<file path="src/rtl/uart_sr_tx_if.sv">
// Handshake and serial-line bundle between the TX data-register FIFO and the UART shift register.
interface uart_sr_tx_if;
    logic [7:0] in;
    logic       in_valid;
    logic       sr_empty;
    logic       tx;
    logic       busy;

    modport master (output in, output in_valid, input sr_empty, input tx, input busy);
    modport slave  (input in, input in_valid, output sr_empty, output tx, output busy);
endinterface

</file>
<file path="src/rtl/uart_sr_tx.sv">
// UART transmit shift register: takes one byte from the FIFO head and frames it
// as start, 8 data bits LSB first, optional parity and 1 or 2 stop bits.
module uart_sr_tx #(
    parameter int CLKS_PER_BIT = 16,
    parameter int PARITY_EN    = 0,
    parameter int PARITY_ODD   = 0,
    parameter int STOP_BITS    = 1
) (
    input  logic          clk,
    input  logic          rst,
    uart_sr_tx_if.slave   bus
);

    localparam int              CW        = (CLKS_PER_BIT > 1) ? $clog2(CLKS_PER_BIT) : 1;
    localparam logic [CW-1:0]   BAUD_LAST = CW'(CLKS_PER_BIT - 1);
    localparam logic            STOP_LAST = 1'(STOP_BITS - 1);
    localparam logic            PAR_INV   = 1'(PARITY_ODD);

    typedef enum logic [2:0] {IDLE, START, DATA, PARITY, STOP} state_t;

    state_t        r_state,    w_stateNext;
    logic [CW-1:0] r_baudCnt,  w_baudCntNext;
    logic [2:0]    r_bitIdx,   w_bitIdxNext;
    logic [7:0]    r_shift,    w_shiftNext;
    logic          r_stopCnt,  w_stopCntNext;
    logic          r_tx,       w_txNext;
    logic          r_srEmpty,  w_srEmptyNext;
    logic          w_bitDone;

    assign w_bitDone = (r_baudCnt == BAUD_LAST);

    always_ff @(posedge clk or negedge rst) begin
        if (!rst) begin
            r_state   <= IDLE;
            r_baudCnt <= '0;
            r_bitIdx  <= '0;
            r_shift   <= '0;
            r_stopCnt <= 1'b0;
            r_tx      <= 1'b1;
            r_srEmpty <= 1'b1;
        end else begin
            r_state   <= w_stateNext;
            r_baudCnt <= w_baudCntNext;
            r_bitIdx  <= w_bitIdxNext;
            r_shift   <= w_shiftNext;
            r_stopCnt <= w_stopCntNext;
            r_tx      <= w_txNext;
            r_srEmpty <= w_srEmptyNext;
        end
    end

    always_comb begin
        w_stateNext   = r_state;
        w_baudCntNext = r_baudCnt;
        w_bitIdxNext  = r_bitIdx;
        w_shiftNext   = r_shift;
        w_stopCntNext = r_stopCnt;

        if (r_state != IDLE) begin
            w_baudCntNext = w_bitDone ? '0 : r_baudCnt + 1'b1;
        end

        case (r_state)
            IDLE: begin
                if (bus.in_valid) begin
                    w_shiftNext   = bus.in;
                    w_baudCntNext = '0;
                    w_bitIdxNext  = '0;
                    w_stopCntNext = 1'b0;
                    w_stateNext   = START;
                end
            end
            START: begin
                if (w_bitDone) w_stateNext = DATA;
            end
            DATA: begin
                if (w_bitDone) begin
                    if (r_bitIdx == 3'd7) begin
                        w_bitIdxNext  = '0;
                        w_stopCntNext = 1'b0;
                        w_stateNext   = (PARITY_EN != 0) ? PARITY : STOP;
                    end else begin
                        w_bitIdxNext = r_bitIdx + 3'd1;
                    end
                end
            end
            PARITY: begin
                if (w_bitDone) begin
                    w_stopCntNext = 1'b0;
                    w_stateNext   = STOP;
                end
            end
            STOP: begin
                if (w_bitDone) begin
                    if (r_stopCnt == STOP_LAST) w_stateNext = IDLE;
                    else                        w_stopCntNext = 1'b1;
                end
            end
            default: w_stateNext = IDLE;
        endcase

        // Line level is decoded from the upcoming state so tx and sr_empty come straight from flops.
        w_txNext = 1'b1;
        case (w_stateNext)
            START:   w_txNext = 1'b0;
            DATA:    w_txNext = w_shiftNext[w_bitIdxNext];
            PARITY:  w_txNext = (^w_shiftNext) ^ PAR_INV;
            default: w_txNext = 1'b1;
        endcase
        w_srEmptyNext = (w_stateNext == IDLE);
    end

    assign bus.tx       = r_tx;
    assign bus.sr_empty = r_srEmpty;
    assign bus.busy     = ~r_srEmpty;

endmodule

</file>
<file path="src/flat_wrapper.sv">
// flat-port wrapper written by rule: the top's interface ports become plain ports
module uart_sr_tx_flat 
#(
    parameter int CLKS_PER_BIT = 16,
    parameter int PARITY_EN    = 0,
    parameter int PARITY_ODD   = 0,
    parameter int STOP_BITS    = 1
)
  (clk, rst, bus_in, bus_in_valid, bus_sr_empty, bus_tx, bus_busy);
  uart_sr_tx_if bus_i ();
  input  logic clk;
  input  logic rst;
  input wire logic [$bits(bus_i.in)-1:0] bus_in;
  input wire logic [$bits(bus_i.in_valid)-1:0] bus_in_valid;
  output wire logic [$bits(bus_i.sr_empty)-1:0] bus_sr_empty;
  output wire logic [$bits(bus_i.tx)-1:0] bus_tx;
  output wire logic [$bits(bus_i.busy)-1:0] bus_busy;
  assign bus_i.in = bus_in;
  assign bus_i.in_valid = bus_in_valid;
  assign bus_sr_empty = bus_i.sr_empty;
  assign bus_tx = bus_i.tx;
  assign bus_busy = bus_i.busy;
  uart_sr_tx #(.CLKS_PER_BIT(CLKS_PER_BIT), .PARITY_EN(PARITY_EN), .PARITY_ODD(PARITY_ODD), .STOP_BITS(STOP_BITS)) u_core (.clk(clk), .rst(rst), .bus(bus_i));
endmodule
</file>
<file path="config.mk">
export PLATFORM = sky130hd
export DESIGN_NAME = uart_sr_tx_flat
export DESIGN_NICKNAME = d
export VERILOG_FILES = /design/src/rtl/uart_sr_tx_if.sv /design/src/rtl/uart_sr_tx.sv /design/src/flat_wrapper.sv
export SDC_FILE = /design/constraint.sdc
export NUM_CORES = 1
export LEC_CHECK = 0
export BUFFER_PORTS_ARGS = -buffer_cell sky130_fd_sc_hd__buf_2
export CORE_AREA = 2 2 54 56
export DETAILED_ROUTE_END_ITERATION = 10
export DIE_AREA = 0 0 56 58
export GPL_ROUTABILITY_DRIVEN = 0
export HOLD_SLACK_MARGIN = 0.15
export PLACE_DENSITY = 0.73
export SYNTH_ARGS = -nofsm -noshare
export SYNTH_HDL_FRONTEND = slang
export SYNTH_SLANG_ARGS = --single-unit
</file>
<file path="constraint.sdc">
create_clock -name clk -period 2.65 [get_ports clk]
set_input_delay 0.53 -clock clk [delete_from_list [all_inputs] [get_ports clk]]
set_output_delay 0.53 -clock clk [all_outputs]
set_load 0.02 [all_outputs]
</file>
==> results of run 1 <==
## cell usage after synthesis (2+ instances only)
master      n
a31oi_1     5
and3_1      4
o21ai_0     6
mux2_1      3
inv_1       7
a311oi_2    2
nand3_1     3
a21oi_1     5
a2111oi_0   4
buf_2       2
dfstp_2     2
nor2_1      6
nand2_1     5
mux2i_1     4
nor3b_1     2
ha_1        3
nor3_1      3
xnor2_1     7
dfrtp_1    18
## sequential cells by signal (all words and copies together), names as in the netlist
name                 cells
u_core.bus.tx            1
u_core.r_state           3
u_core.r_bitIdx          3
u_core.bus.sr_empty      1
u_core.r_shift           8
u_core.r_baudCnt         4
## cell type report
| cell class | instances | area, um^2 | area share |
|---|---|---|---|
| inverters | 8 | 30.0 | 0.0242 |
| well taps | 31 | 38.8 | 0.0312 |
| repair buffers | 14 | 72.6 | 0.0584 |
| multi-input cells | 79 | 576 | 0.463 |
| flip-flops and latches | 20 | 503 | 0.405 |
| clock buffers | 3 | 22.5 | 0.0181 |
## path summary, 6_finish.rpt
| kind | start | endpoint | slack (ns) |
|---|---|---|---|
| worst max-delay path | u_core.r_bitIdx[0] | u_core.bus.tx | 0.32 |
| worst min-delay path | rst | u_core.r_baudCnt[1] | 0.15 |
| worst max register to register | u_core.r_bitIdx[0] | u_core.bus.tx | 0.32 |
| worst min register to register | u_core.r_shift[4] | u_core.r_shift[4] | 0.55 |
| max in group asynchronous | rst | u_core.bus.tx | 2.16 |
| min in group clk | bus_in[4] | u_core.r_shift[4] | 0.46 |
## cell families after synthesis
logic type	count (synthesis)
AOI/OAI and AO/OA	29
xor gates and xnor gates	7
adders and majority gates	3
buffers and inverters	12
DFF	20
muxes	8
and+or+nand+nor	32
## layout by cell type (no fill, tap or decap), types with 5 or more instances in the layout
| master | Yosys | routed |
|---|---|---|
| a21oi_1 | 5 | 5 |
| a31oi_1 | 5 | 5 |
| buf_2 | 2 | 13 |
| dfrtp_1 | 18 | 18 |
| inv_1 | 7 | 7 |
| nand2_1 | 5 | 5 |
| nor2_1 | 6 | 6 |
| o21ai_0 | 6 | 6 |
| xnor2_1 | 7 | 7 |
## worst max-delay path: stages (launching register included)
cell and delay (ns):
dfrtp_1 0.42, ha_1 0.22, ha_1 0.21, nor3b_1 0.19, nand3_1 0.18, and3_1 0.28
a2111oi_0 0.47, nor4_1 0.09, o211ai_1 0.19
## power by group through the flow
| stage | sequential (mW) | clock, mW | combinational (mW) |
|---|---|---|---|
| finish | 0.589 | 0.141 | 0.716 |
| global route | 0.610 | 0.155 | 0.799 |
| floorplan | 0.545 | 0 | 0.604 |
| global placement | 0.576 | 0 | 0.687 |
| detailed placement | 0.595 | 0 | 0.720 |
| CTS | 0.589 | 0.146 | 0.725 |
## metal layers
| metal | track usage | vias up | wire length (um) |
|---|---|---|---|
| li1 | - | 429 | - |
| met2 | 0.267 | 22 | 1170 |
| met4 | 0.0816 | 0 | 55 |
| met3 | 0.0246 | 4 | 90 |
| met5 | 0 | - | 0 |
| met1 | 0.169 | 431 | 954 |
==> impl_metrics.csv, run 1 <==
group,metric,value,unit
synth,async_flop_share,1.00,
worst_setup_path,end_kind,"register",
clock_tree,post-cts-setup-buffer-count,0,
synth,synth_edf_count,0,
global_routing,grt_max_degree,21,
finish,post-route-util,0.467,
power,clock_power_share,0.097,
placement,numPortBuffers,13,
placement,dp.cells,152,
synth,muxShareOfSynthArea,0.0786,
floorplanning,ioPinCount,14,
timing,finalCritPeriodShare,0.880,
synth,synth_fa_ha_area_frac,0.0332,
power,vdd_drop_max,0.571,mV
timing,max_clock_freq,429,MHz
synth,synth_compound_area_frac,0.183,
global_routing,overflow,0,
clock_tree,clock_path_buffers,2,
timing,hold_violations,0,
synth,yosysWarnings,0,
floorplanning,placement_rows,19,
flow_run,drv_cap,0,
placement,dp_hpwl,1710,um
power,leakagePower,0.548,nW
clock_tree,clkSlewWorstSetupHoldPaths,0.10,ns
route,wl_per_cell,14.7,um
worst_setup_path,arrival,2.56,ns
min_path,min_path_type,"input port to async pin",
floorplanning,die_h,58,um
run_status,outcome,"complete, no violations",
synth,syn_area,0.00113,mm^2
power,switchingPower,600,uW
clock_tree,ctsResizeCount,0,
global_routing,grtUsageTotal,0.149,
finish,syn_to_final_growth,9.97,%
floorplanning,design.core.area,0.00266,mm^2
timing,finalMaxSlewViolations,0,
timing,hold_ws,0.147,ns
worst_setup_path,crit_type,"register to register",
timing,fin_tns_setup,0,ns
timing,setup_viol,0,
timing,clock-skew-final,0.00452,ns
synth,post_synth_xor_area_fraction,0.0543,
timing,slew_headroom,0.654,
floorplanning,die_w,56,um
finish,nets,140,
synth,synth_top_family_by_area,"compound AO/OA/AOI/OAI gates",
route,ant_nets,0,
synth,synth-simple-area-share,0.161,
route,drc,0,
clock_tree,cts.sinks,20,
route,wl,2270,um
timing,setup_slack,0.317,ns
finish,fill_cells,250,
synth,syn_area_per_cell,10.2,um^2
power,power,1.45,mW
worst_setup_path,cp_max_fo,5,
synth,ys.flop_type,"dfrtp_1",
placement,place_worst_setup_slack,0.357,ns
power,comb_power_share,0.495,
synth,synth_nets,125,
global_routing,antenna_found_initial,0,
worst_setup_path,cp.required,2.88,ns
route,first_iter_violations,39,
global_routing,grt_pass1_wl,3750,um
clock_tree,cts_tree,"done",
power,swShare,0.415,
synth,ys_types,39,
synth,synth_top_area_share,0.399,
route,vias_per_cell,5.72,
clock_tree,ctsRootBufferMaster,"clkbuf_4",
clock_tree,clk-insertion-delay-late,0.30,ns
worst_setup_path,worstSetupStartpointType,"register",
finish,final_cells,155,
synth,synth.area.top_cells,"dfrtp_1 40%, xnor2_1 5.4%, dfstp_2 4.7%",
route,vias,886,
clock_tree,htree_levels,1,
worst_setup_path,r2r_cells,8,
placement,placedInstanceArea,0.00122,mm^2
finish,postLayoutCellArea,0.00124,mm^2
synth,synth_sequential_area_ratio,0.445,
clock_tree,numCtsBuffers,3,
clock_tree,hold_buffers,0,
global_routing,first_global_vias,892,
finish,diodes,0,
route,first_pass_iters,4,
power,seq_power_share,0.408,
power,internal-power,847,uW
synth,syn_inst,111,
power,p_per_area,1160,mW/mm^2
timing,worst_pin_slew,0.519,ns
finish,drive_gt1_frac,0.218,
floorplanning,design.die.area,0.00325,mm^2
floorplanning,start_util,0.424,
synth,synth_largest_area_cell,"dfrtp_1",
timing,fin_crit,2.33,ns
synth,synth_seq_cells,20,
timing,rsz0062_at_grt,"false",
Note: power is estimated with default switching activity, not from simulation.
==> run 2: changes to the inputs <==
--- a/config.mk
+++ b/config.mk
@@ -6,12 +6,12 @@
 export NUM_CORES = 1
 export LEC_CHECK = 0
 export BUFFER_PORTS_ARGS = -buffer_cell sky130_fd_sc_hd__buf_2
-export CORE_AREA = 2 2 54 56
+export CORE_AREA = 2 2 60 62
 export DETAILED_ROUTE_END_ITERATION = 10
-export DIE_AREA = 0 0 56 58
+export DIE_AREA = 0 0 62 64
 export GPL_ROUTABILITY_DRIVEN = 0
 export HOLD_SLACK_MARGIN = 0.15
-export PLACE_DENSITY = 0.73
+export PLACE_DENSITY = 0.63
 export SYNTH_ARGS = -nofsm -noshare
 export SYNTH_HDL_FRONTEND = slang
 export SYNTH_SLANG_ARGS = --single-unit
==> constraint.sdc (replaced) <==
create_clock -name clk -period 2.4 [get_ports clk]
set_input_delay 0.48 -clock clk [delete_from_list [all_inputs] [get_ports clk]]
set_output_delay 0.48 -clock clk [all_outputs]
set_load 0.02 [all_outputs]
==> run 2 against run 1 <==
Non-clock buffer count grew 5. Clock-buffer cell count rose by 1. Final cell count up 14%. Wire length down 0.92%. Hold slack better by 0.27 ns. Die area is 22% higher. Critical path type unchanged. Critical endpoint unchanged. Largest cell class unchanged.
==> impl_metrics.csv, run 2 (synthesis gave the netlist of run 1 again) <==
group,metric,value,unit
worst_setup_path,critPathBufInv,1,
finish,syn_to_final_growth,20.5,%
worst_setup_path,r2r_slack,0.15,ns
global_routing,grt_max_degree,21,
worst_setup_path,cp_num_cells,8,
clock_tree,cts.sinks,20,
global_routing,overflow,0,
run_status,outcome,"complete, no violations",
finish,largest_register,"u_core.r_shift",
timing,max_clock_freq,445,MHz
finish,final_cells,176,
worst_setup_path,cp_max_fo,5,
worst_setup_path,crit_end,"u_core.bus.tx",
power,switchingPower,705,uW
worst_setup_path,path_delay_family,"compound AO/OA/AOI/OAI gates",
floorplanning,ioPinCount,14,
finish,final_common_cell,"dfrtp_1",
power,vdd_drop_max,0.314,mV
global_routing,grtUsageTotal,0.123,
floorplanning,die_w,62,um
power,clock_power_share,0.112,
finish,top_regs,"u_core.r_shift: 8 flops, u_core.r_baudCnt: 4 flops",
min_path,hold_path_depth,2,
finish,post-route-util,0.414,
timing,fin_tns_setup,0,ns
power,internal-power,1.01,mW
floorplanning,design.core.area,0.00328,mm^2
route,drc,0,
global_routing,grt_pass1_wl,3660,um
finish,largest_reg_flops,8,
timing,finalMaxSlewViolations,0,
power,comb_power_share,0.527,
floorplanning,placement_rows,21,
timing,worst_pin_slew,0.432,ns
floorplanning,start_util,0.344,
finish,multi_input_area,622,um^2
route,wl,2250,um
route,vias,894,
finish,seq_area,503,um^2
clock_tree,cts_tree,"done",
power,p_per_area,1260,mW/mm^2
worst_setup_path,worstPathCellList,"ha_2, nand3_2, and3_1, a311oi_4, inv_2, a2111oi_1, nor4_1, o211ai_1",
clock_tree,clk-insertion-delay-late,0.30,ns
clock_tree,clock_path_buffers,2,
worst_setup_path,cp.required,2.62,ns
floorplanning,design.die.area,0.00397,mm^2
placement,placedInstanceArea,0.00125,mm^2
finish,drive_gt1_frac,0.285,
timing,rsz0062_at_grt,"false",
worst_setup_path,r2r_cells,8,
route,vias_per_cell,5.08,
worst_setup_path,critPathMaxStageDelay,0.42,ns
finish,postLayoutCellArea,0.00136,mm^2
clock_tree,clkSlewWorstSetupHoldPaths,0.11,ns
timing,hold_violations,0,
finish,layout_common_cells,"18 x dfrtp_1, 13 x buf_2, 7 x inv_1, 7 x xnor2_1",
route,ant_nets,0,
global_routing,antenna_found_initial,0,
floorplanning,die_h,64,um
worst_setup_path,end_kind,"register",
finish,diodes,0,
power,swShare,0.410,
clock_tree,numCtsBuffers,3,
worst_setup_path,slowest_stage,"dfrtp_1",
placement,dp.cells,169,
flow_run,drv_cap,0,
worst_setup_path,cp-startpoint,"u_core.r_baudCnt[0]",
route,first_iter_violations,28,
route,wl_per_cell,12.8,um
worst_setup_path,crit_type,"register to register",
worst_setup_path,arrival,2.46,ns
placement,dp_hpwl,1720,um
worst_setup_path,rr_endpoint,"u_core.bus.tx",
timing,setup_viol,0,
timing,fin_crit,2.25,ns
timing,finalCritPeriodShare,0.935,
finish,nets,145,
clock_tree,ctsRootBufferMaster,"clkbuf_4",
placement,numPortBuffers,13,
clock_tree,htree_levels,1,
min_path,min_path_type,"input port to register",
power,seq_power_share,0.361,
timing,clock-skew-final,0.0105,ns
route,first_pass_iters,4,
global_routing,first_global_vias,815,
power,leakagePower,0.584,nW
timing,slew_headroom,0.710,
finish,fill_cells,328,
worst_setup_path,worstSetupStartpointType,"register",
worst_setup_path,r2r-start,"u_core.r_baudCnt[0]",
[run 2: power groups by stage]
stage / combinational, mW / clock, mW / sequential (mW)
global placement: 0.807 / 0 / 0.612
floorplan: 0.667 / 0 / 0.601
detailed placement: 0.837 / 0 / 0.626
CTS: 0.845 / 0.197 / 0.617
global route: 1.02 / 0.218 / 0.641
finish: 0.906 / 0.192 / 0.620
[run 2: repair_timing]
action | in CTS | in global routing
endpoints found under the setup margin | 0 | 1
hold endpoints to repair | 18 | 0
setup buffers | 0 | 2
resized for setup | 0 | 11
hold buffers | 1 | 0
[run 2: metrics by stage]
stage / hold WS [ns] / total power [mW] / worst slack [ns]
after floorplan: 0.184 / 1.27 / 0.368
after global placement: 0.447 / 1.42 / 0.267
after detailed placement: 0.450 / 1.46 / 0.0933
after CTS: 0.418 / 1.66 / 0.0242
after global routing: 0.400 / 1.88 / 0.00834
final: 0.420 / 1.72 / 0.155
[run 2: worst min path at each step]
stage          startpoint             endpoint  slack (ns)
2_1_floorplan         rst  u_core.r_baudCnt[0]        0.18
3_3_place_gp          rst  u_core.r_baudCnt[1]        0.45
3_5_place_dp          rst  u_core.r_baudCnt[1]        0.45
4_1_cts         bus_in[1]    u_core.r_shift[1]        0.42
5_1_grt         bus_in[1]    u_core.r_shift[1]        0.40
6_report        bus_in[1]    u_core.r_shift[1]        0.42
[run 2: cell type report]
cell class	count	share of cell area
sequential	20	0.369
timing repair buffer	19	0.0827
inverter	8	0.0221
multi-input combinational	79	0.457
tap	46	0.0423
clock buffer	4	0.0267
[run 2: metal layers]
layer  GRT usage  routed length (um)  vias up
met1       0.165                1060      426
met3      0.0182                  77        2
li1            -                   -      446
met4      0.0559                  28        0
met2       0.189                1090       20
met5           0                   0        -
==> run 3: changes to the inputs <==
--- a/config.mk
+++ b/config.mk
@@ -5,13 +5,15 @@
 export SDC_FILE = /design/constraint.sdc
 export NUM_CORES = 1
 export LEC_CHECK = 0
+export ABC_AREA = 1
 export BUFFER_PORTS_ARGS = -buffer_cell sky130_fd_sc_hd__buf_2
-export CORE_AREA = 2 2 60 62
+export CORE_AREA = 2 2 68 70
 export DETAILED_ROUTE_END_ITERATION = 10
-export DIE_AREA = 0 0 62 64
+export DIE_AREA = 0 0 70 72
 export GPL_ROUTABILITY_DRIVEN = 0
 export HOLD_SLACK_MARGIN = 0.15
-export PLACE_DENSITY = 0.63
+export PLACE_DENSITY = 0.62
+export SLEW_MARGIN = 20
 export SYNTH_ARGS = -nofsm -noshare
 export SYNTH_HDL_FRONTEND = slang
 export SYNTH_SLANG_ARGS = --single-unit
==> run 3 against run 2 <==
Non-clock buffer count is 6 lower. Combinational power decreased by 49%. Global-route usage up 1.5 points. Critical path type unchanged. Critical endpoint is now u_core.bus.sr_empty. Worst setup slack gained 0.41 ns.
==> impl_metrics.csv, run 3 <==
group,metric,value,unit
worst_setup_path,critPathBufInv,0,
synth,ys_types,24,
finish,final_cells,291,
worst_setup_path,arrival,2.03,ns
synth,synth_largest_area_cell,"dfrtp_1",
floorplanning,ioPinCount,14,
clock_tree,cts_tree,"done",
route,vias_per_cell,4.67,
global_routing,overflow,0,
global_routing,antenna_found_initial,0,
route,drc,0,
synth,syn_area_per_cell,6.47,um^2
synth,yosysWarnings,0,
route,routed-wl-met3,97,um
worst_setup_path,crit_top_cell,"or2_1",
synth,synth_sequential_area_ratio,0.342,
route,wl,3250,um
finish,syn_to_final_growth,11.0,%
finish,final_common_cell,"nand2_1",
synth,synthMostInstantiatedCell,"nand2_1",
route,vias,1360,
route,wl_per_cell,11.2,um
worst_setup_path,cp_max_fo,9,
clock_tree,numCtsBuffers,3,
timing,finalMaxSlewViolations,0,
timing,finalCritPeriodShare,0.766,
timing,slew_headroom,0.680,
worst_setup_path,end_kind,"register",
clock_tree,clock_path_buffers,2,
finish,nets,254,
power,p_per_area,770,mW/mm^2
synth,synth_nets,241,
synth,synth_commonest_cells,"88 x nand2_1, 35 x inv_1, 19 x nand3_1",
worst_setup_path,crit_type,"register to register",
clock_tree,ctsRootBufferMaster,"clkbuf_8",
finish,largest_register,"u_core.r_shift",
placement,dp.cells,287,
finish,postLayoutCellArea,0.00163,mm^2
timing,rsz0062_at_grt,"false",
worst_setup_path,slowest_stage,"dfrtp_1",
synth,synth.area.top_cells,"dfrtp_1 31%, nand2_1 22%, inv_1 8.9%",
route,top_layer_used,"met4",
floorplanning,placement_rows,24,
finish,drive_gt1_frac,0.167,
clock_tree,htree_levels,1,
floorplanning,die_h,72,um
placement,placedInstanceArea,0.00156,mm^2
worst_setup_path,worstSetupStartpointType,"register",
route,ant_nets,0,
synth,syn_inst,227,
timing,hold_violations,0,
clock_tree,ctsResizeCount,0,
min_path,min_path_type,"input port to async pin",
timing,setup_viol,0,
synth,ys.flop_type,"dfrtp_1",
global_routing,grt_pass1_wl,5580,um
floorplanning,die_w,70,um
timing,max_clock_freq,544,MHz
route,wl_met1,1650,um
synth,synth_top_area_share,0.307,
worst_setup_path,worstPathCellList,"ha_1, nand3_1, o21ai_1, o21ai_0, or2_1, or2_1, nor2_1",
timing,fin_crit,1.84,ns
clock_tree,clkSlewWorstSetupHoldPaths,0.08,ns
clock_tree,hold_buffers,0,
floorplanning,design.core.area,0.00426,mm^2
finish,top_regs,"u_core.r_shift: 8 flops, u_core.r_baudCnt: 4 flops",
power,leakagePower,0.912,nW
route,route.met2.wl,1460,um
finish,largest_reg_flops,8,
worst_setup_path,critPathMaxStageDelay,0.36,ns
flow_run,drv_cap,0,
finish,diodes,0,
clock_tree,post-cts-setup-buffer-count,0,
global_routing,first_global_vias,1243,
worst_setup_path,cp.required,2.59,ns
timing,worst_pin_slew,0.480,ns
route,first_pass_iters,4,
synth,synth_edf_count,0,
clock_tree,cts.sinks,20,
run_status,outcome,"complete, no violations",
global_routing,grt_max_degree,24,
floorplanning,start_util,0.344,
finish,fill_cells,485,
worst_setup_path,path_delay_family,"simple AND/OR/NAND/NOR gates",
power,vdd_drop_max,0.407,mV
timing,fin_tns_setup,0,ns
placement,numPortBuffers,13,
route,first_iter_violations,46,
synth,syn_area,0.00147,mm^2
floorplanning,design.die.area,0.00504,mm^2
placement,place_worst_setup_slack,0.532,ns
synth,synth_seq_cells,20,
placement,dp_hpwl,2460,um
timing,clock-skew-final,0.00350,ns
timing,setup_slack,0.562,ns
global_routing,grtUsageTotal,0.138,
power,power,1.26,mW
finish,layout_common_cells,"88 x nand2_1, 35 x inv_1, 19 x nand3_1",
synth,async_flop_share,1.00,
clock_tree,clk-insertion-delay-late,0.26,ns
-- run 3: worst paths after layout --
kind	endpoint	cells past startpoint	start	slack [ns]
worst max-delay path	u_core.bus.sr_empty	7	u_core.r_baudCnt[0]	0.56
worst min-delay path	u_core.r_baudCnt[3]	1	rst	0.16
worst max register to register	u_core.bus.sr_empty	7	u_core.r_baudCnt[0]	0.56
worst min register to register	u_core.r_shift[6]	2	u_core.r_shift[6]	0.52
max in group asynchronous	u_core.bus.sr_empty	1	rst	1.88
min in group clk	u_core.r_shift[6]	2	u_core.r_shift[6]	0.52
-- run 3: cells by family (layout without fill, tap and decap cells) --
logic type               Yosys count  after routing  share of synthesized area
AND/OR/NAND/NOR                  144            144                      0.445
buffers and inverters             42             54                      0.122
flip-flops                        20             20                      0.342
AO/OA/AOI/OAI                     18             18                     0.0647
adder cells (fa/ha/maj)            3              3                     0.0256
-- run 3: report_power, final --
part           switching [mW]  internal [mW]  total [mW]
Sequential             0.0420          0.406       0.448
Combinational           0.296          0.162       0.458
Clock                   0.126          0.223       0.349
-- run 3: area by class of cell --
class,instances,area [um^2],area share
multi-input cells,165,787,0.483
well taps,52,65.1,0.0399
inverters,37,139,0.0852
clock inverters,1,30.0,0.0184
flip-flops and latches,20,503,0.309
repair buffers,13,65.1,0.0399
clock buffers,3,41.3,0.0253
-- run 3: routing by layer --
layer	vias up	GRT usage
met5	-	0
met4	0	0.0363
met3	4	0.0333
met2	21	0.237
met1	607	0.176
li1	728	-
-- run 3: through the flow --
| step | hold slack (ns) | util |
|---|---|---|
| 5_1_grt | 0.203 | 0.382 |
| 2_1_floorplan | 0.184 | - |
| 4_1_cts | 0.180 | 0.382 |
| 3_3_place_gp | 0.472 | 0.366 |
| 3_5_place_dp | 0.469 | 0.366 |
| 6_report | 0.164 | 0.382 |
